## config.mk

```make
export PLATFORM = sky130hd
export DESIGN_NAME = apb_median_filter_stream
export DESIGN_NICKNAME = d
export VERILOG_FILES = /design/src/rtl/apb_median_filter_stream.sv
export SDC_FILE = /design/constraint.sdc
export NUM_CORES = 1
export LEC_CHECK = 0
export CAP_MARGIN = 15
export CORE_ASPECT_RATIO = 1.1
export CORE_MARGIN = 2
export CORE_UTILIZATION = 62
export CTS_CLUSTER_DIAMETER = 150
export DETAILED_ROUTE_END_ITERATION = 12
export GPL_TIMING_DRIVEN = 0
export PLACE_DENSITY = 0.84
export SKIP_CTS_REPAIR_TIMING = 1
export SYNTH_ARGS = -nofsm -noshare
export SYNTH_HDL_FRONTEND = slang
export SYNTH_SLANG_ARGS = --single-unit
```

## constraint.sdc

```tcl
create_clock -name S_CLK -period 11.5 [get_ports S_CLK]
set_input_delay 2.3 -clock S_CLK [delete_from_list [all_inputs] [get_ports S_CLK]]
set_output_delay 2.3 -clock S_CLK [all_outputs]
set_load 0.02 [all_outputs]
```

## src/rtl/apb_median_filter_stream.sv

```systemverilog
// APB4 slave: sliding-window median/min/max filter over CPU-written samples.
// The window is re-sorted after each write by a one-pass-per-cycle odd-even transposition sorter.
module apb_median_filter_stream #(
  parameter int unsigned BUS_WIDTH = 32,
  parameter int unsigned SAMPLE_W  = 8,
  parameter int unsigned WIN_SIZE  = 9
) (
  input  logic                 S_CLK,
  input  logic                 S_RST,
  input  logic                 S_PSEL,
  input  logic                 S_PENABLE,
  input  logic [31:0]          S_PADDR,
  input  logic                 S_PWRITE,
  input  logic [BUS_WIDTH-1:0] S_PWDATA,
  output logic                 S_PREADY,
  output logic                 S_PSLVERR,
  output logic [BUS_WIDTH-1:0] S_PRDATA,
  output logic                 IRQ
);

  localparam int unsigned PassW = $clog2(WIN_SIZE);

  typedef enum logic {StIdle, StSort} state_e;
  typedef logic [SAMPLE_W-1:0] sample_t;

  state_e           state_q;
  sample_t          window_q  [WIN_SIZE];
  sample_t          scratch_q [WIN_SIZE];
  sample_t          window_sh [WIN_SIZE];
  sample_t          pass_out  [WIN_SIZE];
  logic [PassW-1:0] pass_q;
  logic [7:0]       fill_q, fill_post;
  logic             en_q, irq_en_q, valid_q, done_q, done_d;
  sample_t          median_q, min_q, max_q;

  logic [7:0]           addr;
  logic                 access, stall, xfer, mapped, ro, err, wr_ok;
  logic                 ctrl_wr, data_wr, w1c_wr, clr, start_sort, last_pass;
  logic [BUS_WIDTH-1:0] rdata;
  logic                 unused_bits;

  assign addr        = S_PADDR[7:0];
  assign unused_bits = ^{S_PADDR[31:8], S_PWDATA};

  always_comb begin
    mapped = 1'b1;
    ro     = 1'b0;
    unique case (addr)
      8'h00, 8'h08, 8'h18:        ro = 1'b0;
      8'h04, 8'h0C, 8'h10, 8'h14,
      8'h1C:                      ro = 1'b1;
      default:                    mapped = 1'b0;
    endcase
  end

  // A DATA_IN write is held off while a sort owns the scratch buffer.
  assign access    = S_PSEL & S_PENABLE;
  assign stall     = access & S_PWRITE & (addr == 8'h08) & (state_q != StIdle);
  assign xfer      = access & ~stall;
  assign err       = ~mapped | (S_PWRITE & ro);
  assign wr_ok     = xfer & S_PWRITE & ~err;
  assign S_PREADY  = xfer;
  assign S_PSLVERR = xfer & err;
  assign S_PRDATA  = (xfer & ~S_PWRITE & ~err) ? rdata : '0;
  assign IRQ       = irq_en_q & done_q;

  assign ctrl_wr    = wr_ok & (addr == 8'h00);
  assign data_wr    = wr_ok & (addr == 8'h08);
  assign w1c_wr     = wr_ok & (addr == 8'h18) & S_PWDATA[0];
  assign clr        = ctrl_wr & S_PWDATA[2];
  assign fill_post  = (fill_q == 8'(WIN_SIZE)) ? fill_q : fill_q + 8'd1;
  assign start_sort = data_wr & en_q & (fill_post == 8'(WIN_SIZE));
  assign last_pass  = (state_q == StSort) & (pass_q == PassW'(WIN_SIZE - 1)) & ~clr;
  assign done_d     = last_pass | (done_q & ~w1c_wr);

  always_comb begin
    for (int i = 0; i < int'(WIN_SIZE); i++) begin
      window_sh[i] = (i == int'(WIN_SIZE) - 1) ? S_PWDATA[SAMPLE_W-1:0] : window_q[i+1];
    end
  end

  // Pairs within one pass are disjoint, so all exchanges read the registered scratch.
  always_comb begin
    pass_out = scratch_q;
    for (int i = 0; i < int'(WIN_SIZE) - 1; i++) begin
      if ((i[0] == pass_q[0]) && (scratch_q[i] > scratch_q[i+1])) begin
        pass_out[i]   = scratch_q[i+1];
        pass_out[i+1] = scratch_q[i];
      end
    end
  end

  always_comb begin
    rdata = '0;
    case (addr)
      8'h00:   rdata = BUS_WIDTH'({irq_en_q, en_q});
      8'h04:   rdata = BUS_WIDTH'({fill_q, 5'b0, done_q, valid_q, state_q == StSort});
      8'h08:   rdata = BUS_WIDTH'(window_q[WIN_SIZE-1]);
      8'h0C:   rdata = BUS_WIDTH'(median_q);
      8'h10:   rdata = BUS_WIDTH'(min_q);
      8'h14:   rdata = BUS_WIDTH'(max_q);
      8'h18:   rdata = BUS_WIDTH'(done_q);
      8'h1C:   rdata = BUS_WIDTH'({8'(WIN_SIZE), 8'(SAMPLE_W)});
      default: rdata = '0;
    endcase
  end

  always_ff @(posedge S_CLK or posedge S_RST) begin
    if (S_RST) begin
      state_q   <= StIdle;
      window_q  <= '{default: '0};
      scratch_q <= '{default: '0};
      pass_q    <= '0;
      fill_q    <= '0;
      en_q      <= 1'b0;
      irq_en_q  <= 1'b0;
      valid_q   <= 1'b0;
      done_q    <= 1'b0;
      median_q  <= '0;
      min_q     <= '0;
      max_q     <= '0;
    end else begin
      done_q <= done_d;
      if (ctrl_wr) begin
        en_q     <= S_PWDATA[0];
        irq_en_q <= S_PWDATA[1];
      end
      if (clr) begin
        state_q  <= StIdle;
        window_q <= '{default: '0};
        fill_q   <= '0;
        valid_q  <= 1'b0;
      end else if (data_wr) begin
        window_q <= window_sh;
        fill_q   <= fill_post;
        if (start_sort) begin
          scratch_q <= window_sh;
          pass_q    <= '0;
          state_q   <= StSort;
        end
      end else if (state_q == StSort) begin
        scratch_q <= pass_out;
        pass_q    <= pass_q + 1'b1;
        if (last_pass) begin
          median_q <= pass_out[WIN_SIZE/2];
          min_q    <= pass_out[0];
          max_q    <= pass_out[WIN_SIZE-1];
          valid_q  <= 1'b1;
          state_q  <= StIdle;
        end
      end
    end
  end

endmodule

```

Word level (Yosys, flattened, before mapping)
Cells that the tools add are included.
{"block": "classes", "n_reduce_logical": 30, "addsub": 2, "eq_ne": 13, "bitwise_logic": 32, "magnitude_cmp": 8, "mux": 32}
{"op": "72-bit 2-to-1 mux", "count": 3}
{"op": "16-bit 2-to-1 mux", "count": 8}
{"op": "64-bit 2-to-1 mux", "count": 2}
{"op": "16-bit one-hot mux with 8 select lines", "count": 1}
{"op": "8-bit > comparator", "count": 8}
{"op": "8-bit by 4-bit equality test with 1-bit output (second input constant)", "count": 4}
{"op": "8-bit by 5-bit equality test with 1-bit output (second input constant)", "count": 4}
{"op": "32-bit 2-to-1 mux", "count": 1}
{"op": "4-bit AND reduction", "count": 7}
{"op": "8-bit 2-to-1 mux", "count": 3}
{"op": "1-bit AND", "count": 22}
{"op": "3-bit nonzero test", "count": 6}
{"op": "4-bit 2-to-1 mux", "count": 3}
{"op": "1-bit 2-to-1 mux", "count": 11}
{"op": "8-bit by 1-bit adder with 8-bit output (second input constant)", "count": 1}
{"op": "8-bit by 3-bit equality test with 1-bit output (second input constant)", "count": 1}
{"op": "1-bit logical AND", "count": 8}
{"op": "8-bit zero test", "count": 1}
{"op": "1-bit NOT", "count": 8}
{"op": "2-bit nonzero test", "count": 4}
{"op": "8-bit OR reduction", "count": 1}
{"op": "3-bit AND reduction", "count": 2}
{"op": "5-bit OR reduction", "count": 1}
{"op": "4-bit by 1-bit adder with 4-bit output (second input constant)", "count": 1}
{"op": "other kinds (4)", "count": 6}
{"block": "totals", "register_bits": 177, "wordCells": 144, "in_bits": 69}

Logic depth before layout (Yosys ltp)
{"block": "logic_depth", "depth_word": 16, "ltp_mapped": 11}

Worst setup path before layout
Ideal clock, no wire load.
{"block": "synth_path", "kind": "input to output", "from": "input port S_PADDR[6]", "to": "output port S_PRDATA[2]", "t_required_ns": 9.200, "setup_slack_ns": 4.980, "path_stages": 6, "arrival_time_ns": 4.220, "cell_sequence": "or4_4 -> nor2_1 -> nand2_1 -> nor3_1 -> a222oi_1 -> a21oi_1"}
{"block": "synth_via", "elab_chain_cells": 8}
{"element": "start, declared", "line": "12", "text": "input logic [31:0] S_PADDR,"}
{"element": "8-bit by 5-bit equality test with 1-bit output, or another cell as far along", "line": "48, 95"}
{"element": "5-bit OR reduction, or another cell as far along", "line": "48", "text": "unique case (addr)"}
{"element": "1-bit 2-to-1 mux / 1-bit AND (equally long branches)", "line": "48, 58"}
{"element": "1-bit AND, or another cell as far along", "line": "60", "text": "assign err = ~mapped | (S_PWRITE & ro);"}
{"element": "1-bit OR / 1-bit AND (equally long branches)", "line": "60, 59"}
{"element": "1-bit NOT / 1-bit AND (equally long branches)", "line": "64", "text": "assign S_PRDATA = (xfer & ~S_PWRITE & ~err) ? rdata : '0;"}
{"element": "1-bit AND", "line": "64"}
{"element": "32-bit 2-to-1 mux *", "line": "64"}
{"element": "end, declared", "line": "17", "text": "output logic [BUS_WIDTH-1:0] S_PRDATA,"}
Every way passes the cells marked *; elsewhere a longest branch is shown, timed or not.

Final worst setup path
Same ends and word-level chain as after synthesis.

==> impl_metrics.csv <==
group,metric,value,unit
outcome,status,"finished clean",
floorplan,die_w,128,µm
clock_network,cts_buffers,17,
finish,final_cell_mix,"177 x dfrtp_1, 167 x nand2_1, 114 x a21oi_1",
global_routing,grt_max_degree,123,
setup_path,crit_top_cell,"clkdlybuf4s50_1",
floorplan,die_h,140,µm
finish,stdcell_area,11800,µm²
setup_path,critPathLaunchType,"input port",
synthesis,async_flop_share,100,%
placed_design,io_buffer_count,38,
clock_network,htree_num_levels,4,
floorplan,coreArea,16400,µm²
floorplan,io_pins,104,
global_routing,grt_pass1_vias,8905,
synthesis,synth-seq-cells,177,
synthesis,synth_edf_count,0,
finish,nFillCells,1204,
timing,slew_headroom,35.6,%
synthesis,ys_warn_count,0,
synthesis,synthDistinctLibCells,59,
worst_hold_path,hp-class,"flip-flop to flip-flop",
global_routing,grt_pass1_wl,48.0,mm
drt,wl_per_cell,21.2,µm
pwr,p_leak,5.30,nW
timing,rsz0062_at_grt,"false",
finish,final_common_cell,"dfrtp_1",
clock_network,cts.clk_slew.worst_paths,0.06,ns
clock_network,cts_tree,"done",
synthesis,yosysTopAreaCell,"dfrtp_1",
synthesis,synth_ff_type,"dfrtp_1",
setup_path,max_stage_delay,0.63,ns
drt,ant_nets,0,
finish,layout.nets,1351,
finish,drive_above_1_share,8.07,%
timing,worst_pin_slew,0.966,ns
placed_design,detailed_place.area,11200,µm²
timing,period_minus_slack,7.68,ns
synthesis,avgSynthCellArea,9.16,µm²
setup_path,cp_data_required_time,9.20,ns
drt,drc_errors,0,
drt,first_pass_iters,5,
synthesis,synth-seq-area-share,42.4,%
timing,hold_violations,0,
setup_path,slowest_stage,"clkdlybuf4s50_1",
pwr,power_density,108,nW/µm²
global_routing,grt-ovfl-total,0,
synthesis,syn_inst,1141,
placed_design,hpwl,21.8,mm
setup_path,path_cells,"clkdlybuf4s50_1, or4_4, nor2_1, nand2_1, nor3_1, a222oi_1, a21oi_1, clkdlybuf4s50_1",
synthesis,synth_area,10500,µm²
global_routing,grt_use_total,34.6,%
flow_run,drv_cap,0,
timing,finalCritPeriodShare,66.8,%
synthesis,netlist_top_cells_area,"dfrtp_1 42%, ha_1 8.1%, nand2_1 6.0%",
timing,fin_skew,0.00814,ns
finish,diodes,0,
timing,setup_viol,0,
setup_path,ff2ff_setup_slack,8.13,ns
floorplan,start_util,63.6,%
setup_path,crit_arrival,5.38,ns
timing,finalSetupTns,0,ns
global_routing,antenna_found_initial,1,
pwr,vdd_drop_max,0.000117,V
synthesis,synthDominantCellAreaShare,42.4,%
floorplan,die_area,17900,µm²
placed_design,place.gp.congestion,0.951,
clock_network,cts.sinks,177,
setup_path,path_class,"input port to output port",
timing,finalMaxSlewViolations,0,
drt,routed-via-count,9520,
setup_path,cp_max_fo,7,
drt,wirelength,30.3,mm
timing,fmax,0.130,GHz
clock_network,cts-root-buf,"clkbuf_16",
floorplan,placementRows,49,
clock_network,clk_path_buf_depth,2,
drt,avgViaCountPerCell,6.65,
finish,area_growth,12.8,%
clock_network,worstSkewPairLatency,0.44,ns
drt,drt_first_iter_violations,1235,
setup_path,critPathCaptureType,"output port",
==> final timing paths <==
path                                from            end  cells after the start
setup / recovery              S_PADDR[6]    S_PRDATA[2]                      8
hold / removal              window_q[10]   window_q[10]                      2
setup reg to reg           scratch_q[33]    median_q[1]                     10
hold reg to reg             window_q[10]   window_q[10]                      2
max in group asynchronous          S_RST  scratch_q[23]                      3
min in group asynchronous          S_RST  scratch_q[60]                      2
==> per-stage QoR <==
step	worst slack [ns]	hold slack [ns]	total power, mW	utilization [%]	std cells
2_1_floorplan	4.40	0.460	0.660	-	1156
3_3_place_gp	2.09	0.470	0.673	67.8	1398
3_5_place_dp	3.87	0.482	0.675	68.0	1399
4_1_cts	3.87	0.501	1.27	71.8	1431
5_1_grt	3.55	0.522	1.30	71.8	1431
6_report	3.82	0.502	1.27	71.8	1431
==> state kept, by name, indices dropped and copies added, names as in the netlist <==
name and count:
done_q 1, en_q 1, fill_q 8, irq_en_q 1, max_q 8, median_q 8, min_q 8, pass_q 4
scratch_q 72, state_q 1, valid_q 1, window_q 64
==> routing by layer <==
| metal | share of wire [%] | global-route usage [%] |
|---|---|---|
| met4 | 5.5 | 16.9 |
| met3 | 9.6 | 7.98 |
| met2 | 45 | 52.9 |
| met1 | 39 | 46.6 |
| met5 | 0 | 0 |
==> logic make-up after synthesis <==
family,synth area share (%)
AND/OR/NAND/NOR,13.0
multiplexers,8.07
other,0.0359
adder cells (fa/ha/maj),8.14
XOR/XNOR,0.419
AO/OA/AOI/OAI,21.4
buffers and inverters,6.52
flip-flops,42.4
==> synthesized netlist by cell type, types with 6 or more instances <==
cell         n
a211oi_1    15
a21o_1      10
a21oi_1    114
a221o_1      8
a22oi_1     52
a2bb2oi_1   10
and2_1       8
and3_1       6
buf_2       17
buf_4       19
clkbuf_1    42
dfrtp_1    177
ha_1        68
inv_1       70
mux2_1      31
mux2_2      19
mux2i_1     28
nand2_1    167
nand3_1     17
nand4_1     21
nor2_1      51
nor2b_1     10
o211ai_1    10
o21ai_0     90
o22a_1       8
o22ai_1     11
o2bb2ai_1    6
==> report_power, final <==
group | internal (mW) | leakage, nW | switching, mW
clock | 0.353 | 0.295 | 0.256
combinational | 0.0135 | 2.62 | 0.0253
sequential | 0.623 | 2.39 | 0.00110
==> critical path: cells and delay by family <==
kind / cells / cell delay, ns
AOI/OAI and AO/OA: 2 / 0.45
buffers and inverters: 2 / 1.02
and+or+nand+nor: 4 / 1.60
==> area by class of cell <==
type                       instances  area (µm²)  area share (%)
buffer                            82         415            3.52
tap                              204         255            2.16
clock buffer                      19         453            3.84
timing repair buffer              39         408            3.46
sequential                       177        4430            37.6
multi-input combinational        826        5400            45.8
clock inverter                    13         159            1.35
inverter                          71         274            2.32
No activity file was read; power rests on OpenSTA's default activity.
